`src/rtl/pool2d_stream.sv`:
```
// Streaming 2x2 / stride-2 max or average pooling over a raster-ordered
// feature map, with CH lanes processed in parallel and one line buffer.
module pool2d_stream #(
    parameter int DATA_W = 12,
    parameter int IMG_W  = 28,
    parameter int IMG_H  = 28,
    parameter int CH     = 1,
    parameter int SIGNED = 0
) (
    input  logic                 clk,
    input  logic                 rst,
    input  logic                 mode,
    input  logic                 in_valid,
    output logic                 in_ready,
    input  logic [CH*DATA_W-1:0] in_data,
    output logic                 out_valid,
    input  logic                 out_ready,
    output logic [CH*DATA_W-1:0] out_data,
    output logic                 out_last,
    output logic                 frame_done
);

    localparam int SW = DATA_W + 2;
    localparam int PW = IMG_W / 2;
    localparam int PH = IMG_H / 2;
    localparam int CW = $clog2(IMG_W);
    localparam int RW = $clog2(IMG_H);
    localparam int LW = (PW > 1) ? $clog2(PW) : 1;

    logic [CW-1:0]          col;
    logic [RW-1:0]          row;
    logic                   mode_q;
    logic [CH*DATA_W-1:0]   h_hold;
    logic [CH*SW-1:0]       linebuf [PW];

    logic                   accept;
    logic                   col_end;
    logic                   row_end;
    logic                   in_win;
    logic                   h_done;
    logic                   win_done;
    logic                   win_last;
    logic [LW-1:0]          lb_idx;
    logic [CH*SW-1:0]       lb_rd;
    logic [CH*SW-1:0]       h_vec;
    logic [CH*SW-1:0]       v_vec;
    logic [CH*DATA_W-1:0]   res_vec;

    function automatic logic [SW-1:0] ext(input logic [DATA_W-1:0] p);
        if (SIGNED != 0) return {{2{p[DATA_W-1]}}, p};
        else             return {2'b00, p};
    endfunction

    function automatic logic [SW-1:0] op2(input logic [SW-1:0] a,
                                          input logic [SW-1:0] b,
                                          input logic          avg);
        if (avg)              return a + b;
        else if (SIGNED != 0) return ($signed(a) > $signed(b)) ? a : b;
        else                  return (a > b) ? a : b;
    endfunction

    assign in_ready = !rst && (!out_valid || out_ready);
    assign accept   = in_valid && in_ready;
    assign col_end  = (col == CW'(IMG_W - 1));
    assign row_end  = (row == RW'(IMG_H - 1));
    assign in_win   = (int'(col) < 2 * PW) && (int'(row) < 2 * PH);
    assign h_done   = accept && in_win && col[0];
    assign win_done = h_done && row[0];
    assign win_last = (int'(row) == 2 * PH - 1) && (int'(col) == 2 * PW - 1);
    assign lb_idx   = LW'(col >> 1);
    assign lb_rd    = linebuf[lb_idx];

    // Average keeps the full DATA_W+2 sum; dropping two LSBs of it is the
    // floor division by 4 for both signed and unsigned data.
    always_comb begin
        h_vec   = '0;
        v_vec   = '0;
        res_vec = '0;
        for (int unsigned k = 0; k < CH; k++) begin
            h_vec[k*SW +: SW] = op2(ext(h_hold[k*DATA_W +: DATA_W]),
                                    ext(in_data[k*DATA_W +: DATA_W]), mode_q);
            v_vec[k*SW +: SW] = op2(lb_rd[k*SW +: SW], h_vec[k*SW +: SW], mode_q);
            res_vec[k*DATA_W +: DATA_W] = mode_q ? v_vec[k*SW+2 +: DATA_W]
                                                 : v_vec[k*SW +: DATA_W];
        end
    end

    always_ff @(posedge clk) begin
        if (rst) begin
            col        <= '0;
            row        <= '0;
            mode_q     <= 1'b0;
            h_hold     <= '0;
            out_valid  <= 1'b0;
            out_data   <= '0;
            out_last   <= 1'b0;
            frame_done <= 1'b0;
        end else begin
            frame_done <= accept && col_end && row_end;
            if (accept) begin
                col <= col_end ? '0 : col + 1'b1;
                if (col_end) row <= row_end ? '0 : row + 1'b1;
                if (col == '0 && row == '0) mode_q <= mode;
                if (!col[0]) h_hold <= in_data;
            end
            if (win_done) begin
                out_valid <= 1'b1;
                out_data  <= res_vec;
                out_last  <= win_last;
            end else if (out_ready) begin
                out_valid <= 1'b0;
            end
        end
    end

    always_ff @(posedge clk) begin
        if (h_done && !row[0]) linebuf[lb_idx] <= h_vec;
    end

endmodule

```
`config.mk`:
```
export PLATFORM = sky130hd
export DESIGN_NAME = pool2d_stream
export DESIGN_NICKNAME = d
export VERILOG_FILES = /design/src/rtl/pool2d_stream.sv
export SDC_FILE = /design/constraint.sdc
export NUM_CORES = 1
export LEC_CHECK = 0
export CORE_MARGIN = 2
export CORE_UTILIZATION = 55
export DETAILED_ROUTE_END_ITERATION = 8
export PLACE_DENSITY_LB_ADDON = 0.25
export SETUP_SLACK_MARGIN = 0.02
export SYNTH_ARGS = -nofsm -noshare
export SYNTH_HDL_FRONTEND = slang
export SYNTH_SLANG_ARGS = --single-unit
export TNS_END_PERCENT = 30
```
`constraint.sdc`:
```
create_clock -name clk -period 8.56 [get_ports clk]
set_input_delay 0.856 -clock clk [delete_from_list [all_inputs] [get_ports clk]]
set_output_delay 0.856 -clock clk [all_outputs]
set_load 0.02 [all_outputs]
```
==> impl_metrics.env, run 1 <==
export IMPL_grt_max_degree=53
export IMPL_holdPathStages=2
export IMPL_vias=6738
export IMPL_ir_drop_mv=0.151
export IMPL_portBuffers=32
export IMPL_post_synth_top_area_cell="edfxtp_1"
export IMPL_fmax_ghz=0.174
export IMPL_insertion_delay_ps=530
export IMPL_rows=51
export IMPL_worst_pin_slew_ps=1320
export IMPL_post_dp_hpwl_microns=16700
export IMPL_clk_pin_slew_worst_paths_ps=60
export IMPL_die_h_microns=144
export IMPL_coreArea_sq_mm=0.0194
export IMPL_htree_levels=1
export IMPL_viasPerCell=6.04
export IMPL_setup_tns_ps=0
export IMPL_hp_start="out_last"
export IMPL_postCtsSetupRepairBufs=0
export IMPL_cp_data_required_time_ps=8980
export IMPL_synth_edf_count=182
export IMPL_num_antenna_cells=0
export IMPL_drc=0
export IMPL_yosysWarnings=0
export IMPL_rrSetupSlack_ps=3400
export IMPL_cp_arrival_ps=6160
export IMPL_wl_per_cell_microns=22.0
export IMPL_netlist_area_sq_mm=0.0108
export IMPL_rsz0062_at_grt="false"
export IMPL_synth_cells=795
export IMPL_nets=905
export IMPL_initial_core_util_pct=55.8
export IMPL_hold_viol_final=0
export IMPL_track_usage_pct=24.5
export IMPL_cts_resized=0
export IMPL_clock_root_buffer="clkbuf_16"
export IMPL_antenna_found_initial=0
export IMPL_cts_num_sinks=224
export IMPL_setup_ws_ps=2820
export IMPL_p_per_area_mw_per_mm2=198
export IMPL_postRouteAntennaNets=0
export IMPL_ys_async_sr_fraction_pct=0
export IMPL_tritoncts="built"
export IMPL_reg2regPathDepth=14
export IMPL_synthTopCellsByArea="edfxtp_1 50%, mux4_2 8.7%, dfxtp_1 7.8%, ha_1 6.2%, mux2i_1 3.0%"
export IMPL_cts_buffers=24
export IMPL_min_period_over_period_pct=67.1
export IMPL_drv_slew=0
export IMPL_reg2reg_from="h_hold[7]"
export IMPL_routed_wl_microns=24500
export IMPL_io_pins=33
export IMPL_slew_limit_headroom_pct=9.35
export IMPL_synth_top_area_share_pct=50.5
export IMPL_power_leakage_nw=4.21
export IMPL_first_iter_violations=599
export IMPL_ys_flop_type="edfxtp_1"
export IMPL_grt_first_pass_wirelength_microns=38300
export IMPL_finalSetupViolCount=0
export IMPL_outcome="completed"
export IMPL_cts_hold_buf=0
export IMPL_critical_path_class="input pin to register"
export IMPL_dieArea_sq_mm=0.0208
export IMPL_yosysSeqAreaShare_pct=58.2
export IMPL_die_w_microns=144
export IMPL_ys_ff_latch=224
export IMPL_syn_avg_cell_area_sq_um=13.6
export IMPL_cp_max_fo=16
export IMPL_syn_num_nets=867
export IMPL_drtPass1Iterations=6
export IMPL_hp_class="register to register"
export IMPL_end_kind="register"
export IMPL_area_growth_pct=13.1
export IMPL_cts_buffer_depth=3
export IMPL_yosysUniqueCellTypes=65
export IMPL_grt_pass1_vias=6810
export IMPL_overflow=0
export IMPL_finClkSkew_ps=13.5
export IMPL_maxCapViolations=0
export IMPL_pre_cts_slack_ps=2300
export IMPL_r2r_end="out_data[10]"
export IMPL_gp_congestion=1.00
export IMPL_start_kind="input pin"
export IMPL_num_fill_cells=1486
export IMPL_hold_path_end="out_last"
export IMPL_layout_drive_gt1_share_pct=15.0
export IMPL_min_period_ps=5740
==> logic make-up (layout without fill, tap and decap cells) <==
kind of cell	count (synthesis)	in the layout	synth area share, %
AO/OA/AOI/OAI	131	131	8.51
adder cells (fa/ha/maj)	55	55	6.42
multiplexers	90	90	13.3
XOR/XNOR	19	19	1.54
flip-flops	224	224	58.2
buffers and inverters	75	131	3.06
AND/OR/NAND/NOR	201	201	8.91
==> critical path: stages <==
cell and delay (ps):
clkdlybuf4s50_1 530, inv_1 70, ha_1 430, nand4_1 170
a211o_1 290, a31oi_4 550, mux2i_1 210, mux2i_1 910
ha_1 440, nand3b_1 230, a211oi_1 280, o41ai_2 190
a211oi_2 470, nor2b_1 210, nor4_1 70, a22o_1 240
==> layout by cell type (no fill, tap or decap), types with 11 or more instances in the layout <==
cell,instances
edfxtp_1,182
nand2_1,68
ha_1,54
a21oi_1,46
inv_1,44
nor2_1,43
mux4_2,42
dfxtp_1,41
mux2i_1,33
clkdlybuf4s50_1,32
clkbuf_16,24
o21ai_0,19
mux2_2,15
xnor2_1,13
nor2b_1,11
==> worst max path at each step <==
stage	endpoint	slack [ps]	from	cells past startpoint
5_1_grt	out_data[5]	2410	in_data[9]	15
4_1_cts	out_data[10]	2910	in_data[1]	17
3_3_place_gp	out_data[5]	2560	in_data[1]	16
3_5_place_dp	out_data[5]	2300	in_data[1]	16
6_report	out_data[10]	2820	in_data[7]	16
2_1_floorplan	out_data[9]	3870	in_data[1]	16
==> state kept, by name, indices dropped and copies added (netlist names), 5 cells and up, named ones only <==
register	flops
linebuf	182
h_hold	12
out_data	12
col	5
row	5
==> power breakdown <==
part	internal [W]	switching, W	total (W)
Clock	0.000580	0.000429	0.00101
Sequential	0.00120	0.00000836	0.00120
Combinational	0.0000811	0.000132	0.000213
Total	0.00186	0.000569	0.00243
==> per-stage QoR <==
step,cells,utilization (%),cell area [sq um],total power [W],hold slack [ps]
detailed placement,1072,59.1,11500,0.00144,462
floorplan,795,-,10800,0.00137,465
global route,1116,63.2,12300,0.00251,508
global placement,1072,59.1,11500,0.00143,446
finish,1116,63.2,12300,0.00243,468
CTS,1116,63.2,12300,0.00245,471
==> synthesized netlist by cell type (4+ instances only) <==
library cell and n:
mux2_2 15, buf_2 7, o21ai_0 19, nor3b_1 4
nand3_1 8, a22oi_1 4, o21a_1 7, nand2b_1 9
xnor2_1 13, nor2_1 49, dfxtp_1 42, mux2i_1 33
edfxtp_1 182, clkbuf_1 13, a221oi_1 7, nand4_1 9
inv_1 44, buf_6 4, mux4_2 42, nor4_1 6
xor2_1 6, a22o_1 7, and2_1 8, a21oi_1 46
ha_1 54, or3_1 5, a211o_1 4, nor3_1 12
nand2_1 68, nor2b_1 11, a211oi_1 5
==> area by class of cell <==
type	count	area (sq um)	share of cell area, %
Clock inverter	18	175	1.43
Clock buffer	26	608	4.96
Timing Repair Buffer	41	388	3.17
Sequential cell	224	6310	51.5
Tap cell	265	332	2.71
Inverter	46	173	1.41
Multi-Input combinational cell	496	4270	34.8
==> routing by layer <==
metal | wire length (microns) | GRT usage (%)
met5 | 0 | 0
met4 | 766 | 7.46
met3 | 1450 | 4.37
met2 | 11800 | 40.7
met1 | 10500 | 33.4
No activity file was read; power rests on OpenSTA's default activity.
==> inputs of run 2 (changes only) <==
==> constraint.sdc (replaced) <==
create_clock -name clk -period 5.2 [get_ports clk]
set_input_delay 0.52 -clock clk [delete_from_list [all_inputs] [get_ports clk]]
set_output_delay 0.52 -clock clk [all_outputs]
set_load 0.02 [all_outputs]
==> run 2 against run 1 <==
Against the previous run: clock power increased by 54%; critical path depth up 1; sequential share of layout area down 1.0 points; non-clock buffer count increased by 47; clock skew grew 1.8 ps; combinational power increased by 84%; flip-flop and latch count is the same; utilization rose by 1.3 points; worst setup slack lost 2300 ps; hold slack worse by 4.5 ps.
==> impl_metrics.env, run 2 (synthesis results as in run 1) <==
export IMPL_cp_max_fo=8
export IMPL_post_dp_hpwl_microns=17300
export IMPL_multi_input_area_sq_mm=0.00423
export IMPL_final_cell_mix="182 x edfxtp_1, 68 x nand2_1, 56 x buf_4"
export IMPL_tritoncts="built"
export IMPL_cts_buffers=23
export IMPL_end_kind="register"
export IMPL_critical_path_top_delay_family="compound AO/OA/AOI/OAI gates"
export IMPL_insertion_delay_ps=520
export IMPL_slew_limit_headroom_pct=44.5
export IMPL_num_fill_cells=1455
export IMPL_ir_drop_mv=0.305
export IMPL_setup_ws_ps=558
export IMPL_final_common_cell="edfxtp_1"
export IMPL_reg_largest_list="linebuf x182, h_hold x12, out_data x12"
export IMPL_drv_slew=0
export IMPL_die_h_microns=144
export IMPL_portBuffers=32
export IMPL_initial_core_util_pct=55.8
export IMPL_postRouteAntennaNets=0
export IMPL_layout_drive_gt1_share_pct=18.8
export IMPL_netSwitchingPower_w=0.000921
export IMPL_rsz0062_at_grt="false"
export IMPL_grt_max_degree=40
export IMPL_finalPower_w=0.00394
export IMPL_vias=6892
export IMPL_slowest_delay_ps=560
export IMPL_placed_cells=1119
export IMPL_reg2reg_from="h_hold[11]"
export IMPL_finClkSkew_ps=15.3
export IMPL_worst_pin_slew_ps=830
export IMPL_stdcell_count=1161
export IMPL_path_cells="clkdlybuf4s50_1 > inv_1 > ha_1 > nand4_1 > a211o_1 > a31oi_4 > buf_4 > mux2i_1 > nand2_1 > nand2_1 > ha_1 > a221oi_1 > o21ba_2 > a31o_2 > mux2i_1 > nor4_1 > a22o_1"
export IMPL_dieArea_sq_mm=0.0208
export IMPL_cts_num_sinks=224
export IMPL_critical_path_slowest_cell="a221oi_1"
export IMPL_whs_ps=463
export IMPL_min_period_over_period_pct=89.3
export IMPL_first_iter_violations=466
export IMPL_start_kind="input pin"
export IMPL_largest_register_ffs=182
export IMPL_pre_cts_slack_ps=76.9
export IMPL_p_sw_share_pct=23.4
export IMPL_p_per_area_mw_per_mm2=315
export IMPL_finalSetupViolCount=0
export IMPL_antenna_found_initial=0
export IMPL_routed_wl_microns=24900
export IMPL_hp_class="register to register"
export IMPL_regMostFlops="linebuf"
export IMPL_area_growth_pct=15.4
export IMPL_cts_hold_buf=0
export IMPL_htree_levels=1
export IMPL_cp_data_required_time_ps=5660
export IMPL_clk_pin_slew_worst_paths_ps=60
export IMPL_rrSetupSlack_ps=800
export IMPL_critPathLaunch="in_data[9]"
export IMPL_drtPass1Iterations=5
export IMPL_power_leakage_nw=4.41
export IMPL_setup_tns_ps=0
export IMPL_reg2regPathDepth=15
export IMPL_min_period_ps=4640
export IMPL_io_pins=33
export IMPL_grt_first_pass_wirelength_microns=38600
export IMPL_holdPathStages=2
export IMPL_postCtsSetupRepairBufs=0
export IMPL_wl_per_cell_microns=21.4
export IMPL_r2r_end="out_data[10]"
export IMPL_cp_depth=17
export IMPL_ff_latch_area_sq_mm=0.00631
export IMPL_maxCapViolations=0
export IMPL_gp_congestion=0.922
export IMPL_viasPerCell=5.94
export IMPL_num_antenna_cells=0
export IMPL_grt_pass1_vias=6833
export IMPL_comb_power_share_pct=10.0
export IMPL_nets=951
export IMPL_drc=0
export IMPL_die_w_microns=144
export IMPL_clock_root_buffer="clkbuf_16"
export IMPL_coreArea_sq_mm=0.0194
export IMPL_outcome="completed"
export IMPL_cts_resized=0
export IMPL_p_clk_share_pct=39.8
export IMPL_critPathBufInv=3
export IMPL_seqPwrFrac_pct=50.3
export IMPL_rows=51
export IMPL_endpoint="out_data[10]"
export IMPL_cp_arrival_ps=5100
export IMPL_track_usage_pct=24.5
export IMPL_critical_path_class="input pin to register"
export IMPL_cts_buffer_depth=3
export IMPL_power_internal_w=0.00302
export IMPL_fmax_ghz=0.215
export IMPL_hold_viol_final=0
export IMPL_overflow=0
-- run 2: power groups by stage --
stage	sequential (W)	clock, W	combinational (W)
global route	0.00198	0.00166	0.000427
detailed placement	0.00202	0	0.000385
floorplan	0.00201	0	0.000250
global placement	0.00202	0	0.000375
CTS	0.00198	0.00159	0.000388
finish	0.00198	0.00156	0.000392
-- run 2: per-layer routing --
layer	part of all wire [%]	vias up	track usage (%)
met4	3.0	0	8.12
met3	5.1	44	3.18
met1	43	3445	33.5
met2	49	227	41.1
met5	0	-	0
li1	-	3176	-
-- run 2: tightest hold or removal path: stages, from the launching register on --
cell and delay (ps):
dfxtp_1 310, nand2_1 50, a21oi_1 60
-- run 2: per-stage QoR --
step / utilization (%) / area, sq um
finish: 64.4 / 12500
global route: 64.4 / 12500
CTS: 64.4 / 12500
detailed placement: 60.7 / 11800
global placement: 60.7 / 11800
floorplan: - / 10800
-- run 2: worst min-delay path by stage --
stage / startpoint / to / slack (ps)
2_1_floorplan: h_hold[0] / h_hold[0] / 470
3_3_place_gp: out_last / out_last / 450
3_5_place_dp: out_last / out_last / 460
4_1_cts: out_last / out_last / 470
5_1_grt: out_data[7] / out_data[7] / 500
6_report: out_last / out_last / 460
-- run 2: area by class of cell --
class,count,share of cell area (%)
inverters,46,1.38
clock buffers,28,4.83
well taps,265,2.65
multi-input cells,496,33.8
flip-flops and latches,224,50.5
clock inverters,14,0.941
repair buffers,88,5.92
